--- src/rtl/calc_pkg.sv ---
// Shared types and encodings for the calculator sequencer: FSM states, RV32I opcode/funct3
// subsets, ALU operation codes and the decoded-control bundle carried from EXEC into WB.
package calc_pkg;

    typedef enum logic [2:0] {
        ST_IDLE,
        ST_FETCH,
        ST_EXEC,
        ST_WB,
        ST_PAUSE,
        ST_DONE
    } state_t;

    localparam logic [6:0] OP_R = 7'b0110011;
    localparam logic [6:0] OP_I = 7'b0010011;

    localparam logic [2:0] F3_ADD = 3'b000;
    localparam logic [2:0] F3_SLT = 3'b010;
    localparam logic [2:0] F3_OR  = 3'b110;
    localparam logic [2:0] F3_AND = 3'b111;

    localparam logic [3:0] ALU_AND = 4'd0;
    localparam logic [3:0] ALU_OR  = 4'd1;
    localparam logic [3:0] ALU_ADD = 4'd2;
    localparam logic [3:0] ALU_SUB = 4'd6;
    localparam logic [3:0] ALU_SLT = 4'd7;
    localparam logic [3:0] ALU_NOR = 4'd12;

    typedef struct packed {
        logic [3:0] alu_ctl;
        logic       imm_sel;
        logic [4:0] rs1;
        logic [4:0] rs2;
        logic [4:0] rd;
    } ctl_t;

    function automatic logic is_addsub(input logic [3:0] op);
        return (op == ALU_ADD) || (op == ALU_SUB);
    endfunction

endpackage

--- src/rtl/calc_sequencer_if.sv ---
// Datapath-side bus of the sequencer: ROM fetch, register-file addressing, ALU control and
// the host read port that shares register-file read port 2. Master = sequencer.
interface calc_sequencer_if #(
    parameter int W    = 32,
    parameter int PC_W = 4
);
    logic [PC_W-1:0] rom_addr;
    logic [31:0]     rom_data;
    logic [4:0]      rf_read1;
    logic [4:0]      rf_read2;
    logic [4:0]      rf_waddr;
    logic            rf_we;
    logic [3:0]      alu_ctl;
    logic            imm_sel;
    logic [W-1:0]    imm;
    logic            alu_ovf;
    logic            host_req;
    logic [4:0]      host_addr;
    logic            host_ack;

    modport master (
        output rom_addr, rf_read1, rf_read2, rf_waddr, rf_we, alu_ctl, imm_sel, imm, host_ack,
        input  rom_data, alu_ovf, host_req, host_addr
    );

    modport slave (
        input  rom_addr, rf_read1, rf_read2, rf_waddr, rf_we, alu_ctl, imm_sel, imm, host_ack,
        output rom_data, alu_ovf, host_req, host_addr
    );
endinterface

--- src/rtl/calc_decoder.sv ---
// Combinational instruction decoder: 32-bit word to ALU control, operand select, sign-extended
// immediate and register addresses. Zero latency; flags the all-zero end marker and illegal words.
module calc_decoder
    import calc_pkg::*;
#(
    parameter int W = 32
) (
    input  logic [31:0]  instr,
    output ctl_t         ctl,
    output logic [W-1:0] imm,
    output logic         is_end,
    output logic         illegal
);

    logic [6:0] opcode;
    logic [2:0] funct3;
    logic       is_r;
    logic       is_i;
    logic       bad_f3;

    assign opcode = instr[6:0];
    assign funct3 = instr[14:12];
    assign is_r   = (opcode == OP_R);
    assign is_i   = (opcode == OP_I);

    always_comb begin
        ctl.rs1     = instr[19:15];
        ctl.rs2     = instr[24:20];
        ctl.rd      = instr[11:7];
        ctl.imm_sel = is_i;
        ctl.alu_ctl = ALU_AND;
        bad_f3      = 1'b0;
        case (funct3)
            // bit30 only selects SUB for register-register; addi ignores it
            F3_ADD:  ctl.alu_ctl = (is_r && instr[30]) ? ALU_SUB : ALU_ADD;
            F3_SLT:  ctl.alu_ctl = ALU_SLT;
            F3_OR:   ctl.alu_ctl = ALU_OR;
            F3_AND:  ctl.alu_ctl = ALU_AND;
            default: bad_f3      = 1'b1;
        endcase
    end

    assign imm     = {{(W-12){instr[31]}}, instr[31:20]};
    assign is_end  = (instr == 32'h0000_0000);
    assign illegal = !is_end && (bad_f3 || !(is_r || is_i));

endmodule

--- src/rtl/calc_sequencer.sv ---
// Fetch/decode/execute control FSM for the calculator datapath; 3 cycles per instruction.
// Register-file read port 2 is lent to the host outside EXEC/WB; a host request waits at most 2 cycles.
module calc_sequencer
    import calc_pkg::*;
#(
    parameter int W    = 32,
    parameter int PC_W = 4,
    parameter int LEN  = 16
) (
    input  logic             clock,
    input  logic             reset,
    input  logic             start,
    input  logic             step_mode,
    input  logic             step,
    calc_sequencer_if.master bus,
    output logic             busy,
    output logic             done,
    output logic             err,
    output logic             ovf_sticky,
    output logic [PC_W-1:0]  pc
);

    localparam logic [PC_W-1:0] PC_LAST = PC_W'(LEN - 1);

    state_t          state_q, state_d;
    logic [PC_W-1:0] pc_q, pc_d;
    logic            err_q, err_d;
    logic            ovf_q, ovf_d;
    ctl_t            ctl_q, ctl_d;
    logic [W-1:0]    imm_q, imm_d;

    ctl_t            dec_ctl;
    logic [W-1:0]    dec_imm;
    logic            dec_end;
    logic            dec_illegal;

    calc_decoder #(.W(W)) u_decoder (
        .instr   (bus.rom_data),
        .ctl     (dec_ctl),
        .imm     (dec_imm),
        .is_end  (dec_end),
        .illegal (dec_illegal)
    );

    always_comb begin
        state_d = state_q;
        pc_d    = pc_q;
        err_d   = err_q;
        ovf_d   = ovf_q;
        ctl_d   = ctl_q;
        imm_d   = imm_q;
        case (state_q)
            ST_IDLE, ST_DONE: begin
                if (start) begin
                    state_d = ST_FETCH;
                    pc_d    = '0;
                    err_d   = 1'b0;
                    ovf_d   = 1'b0;
                end
            end
            ST_FETCH: state_d = ST_EXEC;
            ST_EXEC: begin
                if (dec_end) begin
                    state_d = ST_DONE;
                end else if (dec_illegal) begin
                    err_d   = 1'b1;
                    state_d = ST_DONE;
                end else begin
                    ctl_d   = dec_ctl;
                    imm_d   = dec_imm;
                    state_d = ST_WB;
                end
            end
            ST_WB: begin
                if (is_addsub(ctl_q.alu_ctl) && bus.alu_ovf) begin
                    ovf_d = 1'b1;
                end
                // last slot: pc stays put so it never wraps past the program end
                if (pc_q == PC_LAST) begin
                    state_d = ST_DONE;
                end else begin
                    pc_d    = pc_q + PC_W'(1);
                    state_d = step_mode ? ST_PAUSE : ST_FETCH;
                end
            end
            ST_PAUSE: begin
                if (step || !step_mode) begin
                    state_d = ST_FETCH;
                end
            end
            default: state_d = ST_IDLE;
        endcase
    end

    always_ff @(posedge clock) begin
        if (reset) begin
            state_q <= ST_IDLE;
            pc_q    <= '0;
            err_q   <= 1'b0;
            ovf_q   <= 1'b0;
            ctl_q   <= '0;
            imm_q   <= '0;
        end else begin
            state_q <= state_d;
            pc_q    <= pc_d;
            err_q   <= err_d;
            ovf_q   <= ovf_d;
            ctl_q   <= ctl_d;
            imm_q   <= imm_d;
        end
    end

    // Datapath outputs: live decode in EXEC, held copy in WB, host owns port 2 otherwise.
    always_comb begin
        bus.rf_read1 = '0;
        bus.rf_read2 = bus.host_addr;
        bus.rf_waddr = '0;
        bus.rf_we    = 1'b0;
        bus.alu_ctl  = ALU_AND;
        bus.imm_sel  = 1'b0;
        bus.imm      = '0;
        bus.host_ack = bus.host_req;
        case (state_q)
            ST_EXEC: begin
                bus.rf_read1 = dec_ctl.rs1;
                bus.rf_read2 = dec_ctl.rs2;
                bus.rf_waddr = dec_ctl.rd;
                bus.alu_ctl  = dec_ctl.alu_ctl;
                bus.imm_sel  = dec_ctl.imm_sel;
                bus.imm      = dec_imm;
                bus.host_ack = 1'b0;
            end
            ST_WB: begin
                bus.rf_read1 = ctl_q.rs1;
                bus.rf_read2 = ctl_q.rs2;
                bus.rf_waddr = ctl_q.rd;
                bus.rf_we    = (ctl_q.rd != 5'd0) && !reset;
                bus.alu_ctl  = ctl_q.alu_ctl;
                bus.imm_sel  = ctl_q.imm_sel;
                bus.imm      = imm_q;
                bus.host_ack = 1'b0;
            end
            default: ;
        endcase
    end

    assign bus.rom_addr = pc_q;
    assign pc           = pc_q;
    assign err          = err_q;
    assign ovf_sticky   = ovf_q;
    assign done         = (state_q == ST_DONE);
    assign busy         = (state_q == ST_FETCH) || (state_q == ST_EXEC) ||
                          (state_q == ST_WB)    || (state_q == ST_PAUSE);

endmodule

--- src/flat_wrapper.sv ---
// flat-port wrapper written by rule: the top's interface ports become plain ports
module calc_sequencer_flat import calc_pkg::*;
#(
    parameter int W    = 32,
    parameter int PC_W = 4,
    parameter int LEN  = 16
)
  (clock, reset, start, step_mode, step, busy, done, err, ovf_sticky, pc, bus_rom_addr, bus_rf_read1, bus_rf_read2, bus_rf_waddr, bus_rf_we, bus_alu_ctl, bus_imm_sel, bus_imm, bus_host_ack, bus_rom_data, bus_alu_ovf, bus_host_req, bus_host_addr);
  calc_sequencer_if #(.W(W), .PC_W(PC_W)) bus_i ();
  input  logic clock;
  input  logic reset;
  input  logic start;
  input  logic step_mode;
  input  logic step;
  output logic busy;
  output logic done;
  output logic err;
  output logic ovf_sticky;
  output logic [PC_W-1:0] pc;
  output wire logic [$bits(bus_i.rom_addr)-1:0] bus_rom_addr;
  output wire logic [$bits(bus_i.rf_read1)-1:0] bus_rf_read1;
  output wire logic [$bits(bus_i.rf_read2)-1:0] bus_rf_read2;
  output wire logic [$bits(bus_i.rf_waddr)-1:0] bus_rf_waddr;
  output wire logic [$bits(bus_i.rf_we)-1:0] bus_rf_we;
  output wire logic [$bits(bus_i.alu_ctl)-1:0] bus_alu_ctl;
  output wire logic [$bits(bus_i.imm_sel)-1:0] bus_imm_sel;
  output wire logic [$bits(bus_i.imm)-1:0] bus_imm;
  output wire logic [$bits(bus_i.host_ack)-1:0] bus_host_ack;
  input wire logic [$bits(bus_i.rom_data)-1:0] bus_rom_data;
  input wire logic [$bits(bus_i.alu_ovf)-1:0] bus_alu_ovf;
  input wire logic [$bits(bus_i.host_req)-1:0] bus_host_req;
  input wire logic [$bits(bus_i.host_addr)-1:0] bus_host_addr;
  assign bus_rom_addr = bus_i.rom_addr;
  assign bus_rf_read1 = bus_i.rf_read1;
  assign bus_rf_read2 = bus_i.rf_read2;
  assign bus_rf_waddr = bus_i.rf_waddr;
  assign bus_rf_we = bus_i.rf_we;
  assign bus_alu_ctl = bus_i.alu_ctl;
  assign bus_imm_sel = bus_i.imm_sel;
  assign bus_imm = bus_i.imm;
  assign bus_host_ack = bus_i.host_ack;
  assign bus_i.rom_data = bus_rom_data;
  assign bus_i.alu_ovf = bus_alu_ovf;
  assign bus_i.host_req = bus_host_req;
  assign bus_i.host_addr = bus_host_addr;
  calc_sequencer #(.W(W), .PC_W(PC_W), .LEN(LEN)) u_core (.clock(clock), .reset(reset), .start(start), .step_mode(step_mode), .step(step), .bus(bus_i), .busy(busy), .done(done), .err(err), .ovf_sticky(ovf_sticky), .pc(pc));
endmodule
--- config.mk ---
export PLATFORM = sky130hd
export DESIGN_NAME = calc_sequencer_flat
export DESIGN_NICKNAME = d
export VERILOG_FILES = /design/src/rtl/calc_pkg.sv /design/src/rtl/calc_sequencer_if.sv /design/src/rtl/calc_decoder.sv /design/src/rtl/calc_sequencer.sv /design/src/flat_wrapper.sv
export SDC_FILE = /design/constraint.sdc
export NUM_CORES = 1
export LEC_CHECK = 0
export BUFFER_PORTS_ARGS = -buffer_cell sky130_fd_sc_hd__buf_2
export CAP_MARGIN = 25
export CORE_ASPECT_RATIO = 0.8
export CORE_UTILIZATION = 51
export DETAILED_ROUTE_END_ITERATION = 10
export GPL_TIMING_DRIVEN = 0
export PLACE_DENSITY = 0.89
export SYNTH_ARGS = -nofsm -noshare
export SYNTH_HDL_FRONTEND = slang
export SYNTH_SLANG_ARGS = --single-unit
--- constraint.sdc ---
create_clock -name clock -period 4 [get_ports clock]
set_input_delay 0.4 -clock clock [delete_from_list [all_inputs] [get_ports clock]]
set_output_delay 0.4 -clock clock [all_outputs]
set_load 0.01 [all_outputs]
==> results by group <==
Yosys
  • Cell variety after synth: 45
  • Synth top cells by count: nand2b_1, mux2i_1, dfxtp_1, nor2_1, buf_4
  • Most numerous cell in the Yosys netlist: nand2b_1
  • Area leader, netlist: dfxtp_1
  • Area contributors post-synth: dfxtp_1, mux2i_1, nand2b_1
  • Synth async-reset ratio: 0%
  • Synth Area per Inst: 8.295 µm²
  • Ys Warns: 0
  • Mapped Nets: 342
  • Synth Register Bits: 35
  • Mapped Area: 0.002464 mm²
  • Number of synthesized flops with an enable pin: 0
  • Register area share after synthesis: 28.44%
  • Top FF cell, synth: dfxtp_1
  • Post-synthesis cell count: 297
  • Post-synth top area share: 28.44%

Flow run
  • Max Cap Viol: 0

STA
  • Final Slew Violations: 0
  • Final period util: 84.19%
  • RSZ-0062 raised after global routing: false
  • Achievable frequency: 296.9 MHz
  • Tmin final: 3368 ps
  • Slew HR: 47.48%
  • Final hold vios: 0
  • Worst slew pin tran: 787.8 ps
  • Worst Clk Skew: 3.885 ps
  • Hold slack: 398.4 ps
  • Setup TNS: 0 ps
  • Final setup fails: 0

CTS
  • CTS sink count: 35
  • Post-CTS setup buffer count: 0
  • Num CTS Buffers: 5
  • Clk pin slew, worst setup/hold paths: 70 ps
  • TritonCTS clock tree: done
  • Hold Buf Count CTS: 0
  • Worst skew pair latency: 290 ps
  • H-tree levels: 2
  • Resize count post-CTS: 0
  • Clock root cell: clkbuf_8
  • Buffer depth of the longest clock path: 2

Drt
  • Total Wirelength: 6924 µm
  • Drt drc: 0
  • Final ANT Viol Nets: 0
  • Initial DRC Count: 127
  • Drt wl/cell: 14.61 µm
  • Length of the first detailed-routing pass in iterations: 4
  • Vias per cell: 5.321
  • Via count: 2522

Global routing
  • First-pass GRT wire length: 11010 µm
  • Largest net degree at the start of global routing: 22
  • Total gr overflow: 0
  • GRT Util Overall: 27.91%
  • Vias in the first global route: 2319
  • Initial antenna violation count: 0

Worst setup path
  • Worst Path Arrival: 2970 ps
  • CP endpoint kind: output port
  • Crit path max fanout: 18
  • Critical path launch point type: flop
  • Req. time, crit path: 3600 ps
  • Critical path type: reg2out

Placed design
  • Hpwl dp: 5052 µm
  • Port buffer count: 108
  • Placer Congestion: 0.7851

Finish
  • Multi-input logic area: 0.001446 mm²
  • Ant diodes: 0
  • Filler cells: 389
  • FF/Latch Area: 700.7 µm²
  • NumNets Final: 458
  • Fraction of layout cells with a size suffix above 1: 36.47%
  • Area grow syn2layout: 29.36%

Floorplanning
  • Row count: 22
  • Chip width: 79.71 µm
  • Full die area: 0.005114 mm²
  • Core area: 0.004624 mm²
  • Die span in y: 64.17 µm
  • Io pins: 110
  • Initial Utilization: 53.27%

Hold path
  • Hold crit path type: in2reg

Pwr
  • Leakage: 1.478 nW
  • PD cells: 276.4 mW/mm²
  • VDD IR max: 147.6 µV

Run status
  • Status: completed
layout by cell type (no fill, tap or decap), types with 2 or more instances in the layout:
master    instances
nand2_1           9
nor3b_1           2
o21a_1            2
nor2_1           33
a31oi_1           2
nand2b_1         49
nand3b_1          3
nor2b_1           5
mux2i_1          46
nor3_1            6
a21boi_0          2
xnor2_1           2
mux2_1            2
dfxtp_1          35
clkbuf_1         14
inv_1             3
o21ai_0           5
a21oi_1           9
a21o_1            5
buf_1             2
clkbuf_8          7
or3_1             3
nand3_1           2
buf_2           110
buf_12            2
nor4_1            9
buf_4            26
stage by stage:
stage          setup slack (ps)  util, %  power, mW  cell area, µm²  std cells
3_3_place_gp              806.2    66.59     0.5881            3079        465
4_1_cts                   361.9    68.75     0.8773            3179        473
2_1_floorplan              1209        -     0.5072            2464        297
3_5_place_dp              722.2    66.59     0.5935            3079        465
5_1_grt                   429.2    68.91     0.9149            3187        474
6_report                  632.3    68.91     0.8807            3187        474
critical path: stages, from the launching register on:
cell	delay (ps)
dfxtp_1	310
clkbuf_1	330
nand2b_1	160
buf_2	220
clkbuf_1	450
clkbuf_1	490
nor2_1	190
buf_4	230
buf_4	140
buf_2	130
worst paths after layout:
path / start / to / slack, ps / cells after the start
hold / removal: bus_rom_data[7] / u_core.ctl_q[0] / 400 / 3
setup / recovery: u_core.state_q[2] / bus_imm[31] / 630 / 9
hold reg to reg: u_core.ovf_sticky / u_core.ovf_sticky / 460 / 1
setup reg to reg: u_core.state_q[1] / u_core.bus.rom_addr[1] / 2140 / 5
power breakdown:
| part | total (mW) | internal (mW) | switching (mW) |
|---|---|---|---|
| Clock | 0.291 | 0.157 | 0.133 |
| Sequential | 0.354 | 0.352 | 0.00166 |
| Combinational | 0.236 | 0.105 | 0.131 |
final cells by class:
type / count / share of cell area, %
flip-flops and latches: 35 / 21.99
plain buffers: 45 / 9.580
inverters: 3 / 0.3534
repair buffers: 109 / 17.20
clock buffers: 8 / 3.141
well taps: 60 / 2.356
multi-input cells: 214 / 45.39
sequential cells by signal, summed over array words and instances, names as in the netlist:
register	cells
u_core.err	1
u_core.ovf_sticky	1
u_core.bus.rom_addr	4
u_core.ctl_q	18
u_core.imm_q	8
u_core.state_q	3
kinds of logic (layout without fill, tap and decap cells):
| family | count (synthesis) | count (layout) | share of synthesized area (%) |
|---|---|---|---|
| simple gates | 129 | 129 | 29.05 |
| other cells | 1 | 1 | 0.1522 |
| compound gates | 33 | 33 | 8.684 |
| buf+inv | 48 | 165 | 12.85 |
| mux | 48 | 48 | 19.60 |
| fa+ha+maj | 1 | 1 | 0.5078 |
| xor+xnor | 2 | 2 | 0.7112 |
| flops | 35 | 35 | 28.44 |
metal layers:
layer | track usage, % | vias to the layer above | routed length, µm
li1 | - | 1217 | -
met1 | 37.23 | 1180 | 3178
met2 | 43.38 | 116 | 3097
met3 | 5.714 | 9 | 519
met4 | 11.59 | 0 | 128
met5 | 0 | - | 0
No activity file was read; power rests on OpenSTA's default activity.
